<file path="config.mk">
export PLATFORM = sky130hd
export DESIGN_NAME = stopwatch_seq_flat
export DESIGN_NICKNAME = d
export VERILOG_FILES = /design/src/rtl/stopwatch_pkg.sv /design/src/rtl/stopwatch_seq_if.sv /design/src/rtl/stopwatch_prescaler.sv /design/src/rtl/stopwatch_seq.sv /design/src/flat_wrapper.sv
export SDC_FILE = /design/constraint.sdc
export NUM_CORES = 1
export LEC_CHECK = 0
export BUFFER_PORTS_ARGS = -buffer_cell sky130_fd_sc_hd__buf_2
export CAP_MARGIN = 20
export CORE_MARGIN = 4
export CORE_UTILIZATION = 45
export DETAILED_ROUTE_END_ITERATION = 16
export GPL_ROUTABILITY_DRIVEN = 0
export HOLD_SLACK_MARGIN = 0.02
export PLACE_DENSITY = 0.71
export REMOVE_ABC_BUFFERS = 1
export SYNTH_ARGS = -nofsm -noshare
export SYNTH_HDL_FRONTEND = slang
export SYNTH_HIERARCHICAL = 1
export SYNTH_SLANG_ARGS = --single-unit
</file>
<file path="constraint.sdc">
create_clock -name clk -period 5.2 [get_ports clk]
set_clock_uncertainty 0.2 [all_clocks]
set_input_delay 1.56 -clock clk [delete_from_list [all_inputs] [get_ports clk]]
set_output_delay 1.56 -clock clk [all_outputs]
set_load 0.05 [all_outputs]
</file>
<file path="src/rtl/stopwatch_pkg.sv">
// Shared types and constants for the stopwatch sequencer and its digit chain.
package stopwatch_pkg;

  typedef enum logic [1:0] {
    IDLE  = 2'd0,
    RUN   = 2'd1,
    PAUSE = 2'd2,
    DONE  = 2'd3
  } state_e;

  localparam logic [3:0] BCD_MAX = 4'd9;
  localparam logic [3:0] BCD_MIN = 4'd0;

  localparam logic UP   = 1'b0;
  localparam logic DOWN = 1'b1;

endpackage

</file>
<file path="src/rtl/stopwatch_seq_if.sv">
// Command, digit-feedback and strobe bundle around stopwatch_seq.
// The lap capture signals exist only when STOPWATCH_LAP_EN is defined.
interface stopwatch_seq_if #(
  parameter int DIGITS = 4
) ();

  logic                  start_stop;
  logic                  clear;
  logic                  load;
  logic                  dir;
  logic [4*DIGITS-1:0]   load_val;
  logic [4*DIGITS-1:0]   digits;
  logic [DIGITS-1:0]     dig_en;
  logic                  ctrl;
  logic                  set;
  logic [4*DIGITS-1:0]   set_val;
  logic                  running;
  logic                  done;
  logic                  ovf;
`ifdef STOPWATCH_LAP_EN
  logic                  lap;
  logic [4*DIGITS-1:0]   lap_val;
`endif

  // Drives commands and digit feedback; observes the sequencer outputs.
  modport master (
`ifdef STOPWATCH_LAP_EN
    output lap,
    input  lap_val,
`endif
    output start_stop, clear, load, dir, load_val, digits,
    input  dig_en, ctrl, set, set_val, running, done, ovf
  );

  modport slave (
`ifdef STOPWATCH_LAP_EN
    input  lap,
    output lap_val,
`endif
    input  start_stop, clear, load, dir, load_val, digits,
    output dig_en, ctrl, set, set_val, running, done, ovf
  );

endinterface

</file>
<file path="src/rtl/stopwatch_prescaler.sv">
// Time-base divider: counts 0..TICK_DIV-1 while enabled and flags the
// terminal count for one cycle; holds its value while disabled.
module stopwatch_prescaler #(
  parameter int TICK_DIV = 1000
) (
  input  logic clk,
  input  logic reset,
  input  logic i_en,
  input  logic i_clr,
  output logic o_tick
);

  localparam int            CW   = (TICK_DIV > 1) ? $clog2(TICK_DIV) : 1;
  localparam logic [CW-1:0] TERM = CW'(TICK_DIV - 1);

  logic [CW-1:0] r_cnt;

  assign o_tick = i_en && (r_cnt == TERM);

  // NOTE: sequential state is written with non-blocking (<=) assignments only,
  // so every flop samples the pre-edge value of every other flop.
  always_ff @(posedge clk or negedge reset) begin
    if (!reset) begin
      r_cnt <= '0;
    end else if (i_clr || o_tick) begin
      r_cnt <= '0;
    end else if (i_en) begin
      r_cnt <= r_cnt + 1'b1;
    end
  end

endmodule

</file>
<file path="src/rtl/stopwatch_seq.sv">
// Stopwatch sequencer: run/pause/done FSM, prescaler and BCD carry/borrow chain.
// Optional lap capture register is built when STOPWATCH_LAP_EN is defined.
module stopwatch_seq
  import stopwatch_pkg::*;
#(
  parameter int TICK_DIV = 1000,
  parameter int DIGITS   = 4
) (
  input logic             clk,
  input logic             reset,
  stopwatch_seq_if.slave  bus
);

  state_e                r_state;
  logic [DIGITS-1:0]     r_dig_en;
  logic                  r_ctrl;
  logic                  r_set;
  logic [4*DIGITS-1:0]   r_set_val;
  logic                  r_running;
  logic                  r_done;
  logic                  r_ovf;

  logic                  w_tick;
  logic                  w_psc_en;
  logic                  w_psc_clr;
  logic [DIGITS-1:0]     w_is9;
  logic [DIGITS-1:0]     w_is0;
  logic [DIGITS-1:0]     w_carry;
  logic                  w_all9;
  logic                  w_all0;

  assign w_psc_en  = (r_state == RUN);
  assign w_psc_clr = bus.clear | bus.load;

  stopwatch_prescaler #(
    .TICK_DIV (TICK_DIV)
  ) u_prescaler (
    .clk    (clk),
    .reset  (reset),
    .i_en   (w_psc_en),
    .i_clr  (w_psc_clr),
    .o_tick (w_tick)
  );

  // Digit k steps when every lower digit sits at the wrap value for the
  // latched direction; codes above 9 match neither 9 nor 0 and break the chain.
  // NOTE: every always_comb output gets a default before any branch or loop,
  // so no path leaves a value unassigned and no latch is inferred.
  always_comb begin
    logic l_pass;
    w_is9   = '0;
    w_is0   = '0;
    w_carry = '0;
    l_pass  = 1'b1;
    for (int k = 0; k < DIGITS; k++) begin
      w_is9[k]   = (bus.digits[4*k +: 4] == BCD_MAX);
      w_is0[k]   = (bus.digits[4*k +: 4] == BCD_MIN);
      w_carry[k] = l_pass;
      l_pass     = l_pass & ((r_ctrl == DOWN) ? w_is0[k] : w_is9[k]);
    end
  end

  assign w_all9 = &w_is9;
  assign w_all0 = &w_is0;

  // Strobes default low every cycle; clear beats load beats start_stop.
  always_ff @(posedge clk or negedge reset) begin
    if (!reset) begin
      r_state   <= IDLE;
      r_dig_en  <= '0;
      r_ctrl    <= UP;
      r_set     <= 1'b0;
      r_set_val <= '0;
      r_running <= 1'b0;
      r_done    <= 1'b0;
      r_ovf     <= 1'b0;
    end else begin
      r_dig_en <= '0;
      r_ovf    <= 1'b0;
      r_set    <= 1'b0;

      if (bus.clear) begin
        r_state   <= IDLE;
        r_set     <= 1'b1;
        r_set_val <= '0;
        r_running <= 1'b0;
        r_done    <= 1'b0;
      end else if (bus.load) begin
        r_set     <= 1'b1;
        r_set_val <= bus.load_val;
        if (r_state != IDLE) begin
          r_state   <= PAUSE;
          r_running <= 1'b0;
          r_done    <= 1'b0;
        end
      end else begin
        case (r_state)
          IDLE, PAUSE: begin
            if (bus.start_stop) begin
              r_ctrl <= bus.dir;
              if (bus.dir == DOWN && w_all0) begin
                r_state <= DONE;
                r_done  <= 1'b1;
              end else begin
                r_state   <= RUN;
                r_running <= 1'b1;
              end
            end
          end

          RUN: begin
            if (r_ctrl == DOWN && w_all0) begin
              r_state   <= DONE;
              r_running <= 1'b0;
              r_done    <= 1'b1;
            end else begin
              if (w_tick) begin
                r_dig_en <= w_carry;
                r_ovf    <= (r_ctrl == UP) && w_all9;
              end
              if (bus.start_stop) begin
                r_state   <= PAUSE;
                r_running <= 1'b0;
              end
            end
          end

          DONE: begin
          end

          default: begin
            r_state <= IDLE;
          end
        endcase
      end
    end
  end

  assign bus.dig_en  = r_dig_en;
  assign bus.ctrl    = r_ctrl;
  assign bus.set     = r_set;
  assign bus.set_val = r_set_val;
  assign bus.running = r_running;
  assign bus.done    = r_done;
  assign bus.ovf     = r_ovf;

`ifdef STOPWATCH_LAP_EN
  logic [4*DIGITS-1:0] r_lap_val;

  always_ff @(posedge clk or negedge reset) begin
    if (!reset) begin
      r_lap_val <= '0;
    end else if (bus.clear) begin
      r_lap_val <= '0;
    end else if (bus.lap && r_state == RUN) begin
      r_lap_val <= bus.digits;
    end
  end

  assign bus.lap_val = r_lap_val;
`endif

endmodule

</file>
<file path="src/flat_wrapper.sv">
// flat-port wrapper written by rule: the top's interface ports become plain ports
module stopwatch_seq_flat import stopwatch_pkg::*;
#(
  parameter int TICK_DIV = 1000,
  parameter int DIGITS   = 4
)
  (clk, reset, bus_start_stop, bus_clear, bus_load, bus_dir, bus_load_val, bus_digits, bus_dig_en, bus_ctrl, bus_set, bus_set_val, bus_running, bus_done, bus_ovf);
  stopwatch_seq_if #(.DIGITS(DIGITS)) bus_i ();
  input logic clk;
  input logic reset;
  input wire logic [$bits(bus_i.start_stop)-1:0] bus_start_stop;
  input wire logic [$bits(bus_i.clear)-1:0] bus_clear;
  input wire logic [$bits(bus_i.load)-1:0] bus_load;
  input wire logic [$bits(bus_i.dir)-1:0] bus_dir;
  input wire logic [$bits(bus_i.load_val)-1:0] bus_load_val;
  input wire logic [$bits(bus_i.digits)-1:0] bus_digits;
  output wire logic [$bits(bus_i.dig_en)-1:0] bus_dig_en;
  output wire logic [$bits(bus_i.ctrl)-1:0] bus_ctrl;
  output wire logic [$bits(bus_i.set)-1:0] bus_set;
  output wire logic [$bits(bus_i.set_val)-1:0] bus_set_val;
  output wire logic [$bits(bus_i.running)-1:0] bus_running;
  output wire logic [$bits(bus_i.done)-1:0] bus_done;
  output wire logic [$bits(bus_i.ovf)-1:0] bus_ovf;
  assign bus_i.start_stop = bus_start_stop;
  assign bus_i.clear = bus_clear;
  assign bus_i.load = bus_load;
  assign bus_i.dir = bus_dir;
  assign bus_i.load_val = bus_load_val;
  assign bus_i.digits = bus_digits;
  assign bus_dig_en = bus_i.dig_en;
  assign bus_ctrl = bus_i.ctrl;
  assign bus_set = bus_i.set;
  assign bus_set_val = bus_i.set_val;
  assign bus_running = bus_i.running;
  assign bus_done = bus_i.done;
  assign bus_ovf = bus_i.ovf;
  stopwatch_seq #(.TICK_DIV(TICK_DIV), .DIGITS(DIGITS)) u_core (.clk(clk), .reset(reset), .bus(bus_i));
endmodule
</file>
==> results.toml <==
[setup_path]
crit_start = "u_core/bus.ctrl$_DFFE_PN0P_"
worst_ep_arrival_time_ns = 1.20
worstSetupPathType = "flop to output port"
start_kind = "flop"
crit_path_max_incr_delay_ns = 0.58
worst-path-buf-inv = 1
regToRegStartpoint = "u_core/r_state[1]$_DFFE_PN0P_"
path_cells = "buf_2"
path_delay_family = "flip-flops"
endpoint_kind = "output port"
crit_slowest_cell = "dfrtp_1"
path_max_fanout = 11
cp.required_ns = 3.44

[die]
io_pins = 63
floorplan.initialDensity_pct = 46.3
die_h_um = 72.2
num_rows = 23
dieArea_um2 = 5210
die_w_um = 72.2
coreArea_um2 = 4000

[finish]
fin_util_pct = 56.8
area_growth_syn_to_layout_pct = 22.7
drive_gt1_share_pct = 35.1
diodes = 0
nNetsFinal = 277
n_fill_cell = 375

[place]
portBuffers = 62
dp_hpwl_mm = 3.00

[drt]
initialDrtViolationCount = 84
routed_via_density = 5.27
routed_wirelength_mm = 3.99
drt-wirelength-per-cell_um = 13.8
drt.antenna.violating_nets = 0
drcViolationCount = 0
vias = 1523
dr.pass1.iters = 4

[clock_network]
clock-sinks = 37
clockBufferDepth = 2
clk_pin_slew_worst_paths_ns = 0.07
post_cts_buffers = 0
cts-hold-fix-buffers = 0
htree_levels = 2
worstSkewPairLatency_ns = 0.28
cts_resized = 0
root_buffer = "clkbuf_8"
cts_buffers = 5
cts_tree = "done"

[yosys]
synth_area_leaders = "dfrtp_1 50%, mux2i_1 9.2%, nor2_1 6.1%"
synth_most_common_cell = "dfrtp_1"
synth_common_cells = "37 x dfrtp_1, 30 x nor2_1, 17 x mux2i_1"
ys_seq_elements = 37
synth_top_cell_by_area = "dfrtp_1"
ys_warn_count = 6
ys_async_sr_fraction_pct = 100
ys.flop_type = "dfrtp_1"
syn_inst = 175
synth-edff-count = 0
syn_area_um2 = 1850
ys_types = 50
avgSynthCellArea_um2 = 10.6
yosysSeqAreaShare_pct = 50.0
synth_top_cell_area_share_pct = 50.0

[global_route]
antenna_found_initial = 0
grt_pass1_wl_mm = 6.55
first_global_vias = 1403
grt_max_degree = 38
gr-total-overflow = 0
grt_util_all_layers_pct = 15.9

[timing]
fin_crit_sh_pct = 57.0
hold_viol_final = 0
rsz0062_at_grt = "false"
slew_viol_final = 0
tns_ns = 0
setup_viol = 0
relSlewSlack_pct = 45.8
period_needed_ns = 2.96
clock.fmax_mhz = 337
worst_pin_slew_ns = 0.814

[status]
outcome = "completed"

[power_and_ir_drop]
p_per_area_nw_per_um2 = 271
leakage_nw = 1.10
finalPower_mw = 0.615
ir_drop_uv = 176

[worst_hold_path]
hold_path_startpoint = "u_core/bus.set_val[15]$_DFFE_PN0N_"
hold_path.class = "flop to flop"

[run]
cap_viol_max_count = 0
## registers in the layout, summed over array words and instances, names as in the netlist
| name | cells |
|---|---|
| u_core/r_state | 2 |
| u_core/bus.set | 1 |
| u_core/bus.ctrl | 1 |
| u_core/u_prescaler/r_cnt | 10 |
| u_core/bus.set_val | 16 |
| u_core/bus.dig_en | 4 |
| u_core/bus.done | 1 |
| u_core/bus.running | 1 |
| u_core/bus.ovf | 1 |
## placed cells by master (no fill, tap or decap), types with 3 or more instances in the layout
cell      Yosys  final
buf_2         2     62
dfrtp_1      37     37
nor2_1       30     30
mux2i_1      17     17
nand2_1      10     10
o21ai_0       8      8
a21oi_1       8      8
nand4_1       6      6
clkbuf_8      0      5
nor3_1        4      4
clkbuf_1      1      3
inv_1         3      3
nand3_1       3      3
or3_1         3      3
xor2_1        3      3
## final cells by class
cell class / count / area, um2 / area share (%)
clock buffer: 8 / 80.1 / 3.52
multi-input combinational: 128 / 878 / 38.6
tap: 50 / 62.6 / 2.75
sequential: 37 / 926 / 40.7
inverter: 4 / 16.3 / 0.715
timing repair buffer: 62 / 310 / 13.6
## per-layer routing
layer	track usage, %	vias to the layer above	part of all wire, %
met2	27.8	27	54
met5	0	-	0
met3	3.88	5	3.8
li1	-	753	-
met4	5.64	0	1.1
met1	18.9	738	41
## cell families after synthesis
group | count (synthesis) | share of synthesized area, %
multiplexers | 19 | 10.4
AND/OR/NAND/NOR | 77 | 23.4
flip-flops | 37 | 50.0
adder cells (fa/ha/maj) | 1 | 0.675
AO/OA/AOI/OAI | 27 | 11.0
XOR/XNOR | 4 | 1.89
buffers and inverters | 10 | 2.63
## power breakdown
group          leakage, nW  internal, mW  switching (mW)
Combinational        0.563        0.0367          0.0782
Clock               0.0395        0.0952          0.0929
Sequential           0.497         0.299          0.0128
Total                 1.10         0.431           0.184
## per-stage QoR
step                      std cells  cell area (um2)  hold slack [ns]  setup WS, ns
after floorplan                 169             1820            0.334          2.37
after global placement          281             2190            0.296          2.08
after detailed placement        281             2190            0.304          2.06
after CTS                       289             2270            0.324          2.23
after global routing            289             2270            0.349          2.18
final                           289             2270            0.316          2.24
## final timing paths
path | cells past startpoint | endpoint | slack, ns
max reg2reg | 8 | u_core/bus.dig_en[3]$_DFF_PN0_ | 2.88
min | 2 | u_core/bus.set_val[15]$_DFFE_PN0N_ | 0.32
max in group asynchronous | 1 | u_core/bus.set_val[13]$_DFFE_PN0N_ | 3.12
min reg2reg | 2 | u_core/bus.set_val[15]$_DFFE_PN0N_ | 0.32
min in group asynchronous | 1 | u_core/bus.set_val[7]$_DFFE_PN0N_ | 1.16
max | 1 | bus_ctrl | 2.24
(Power assumes the default switching activity.)
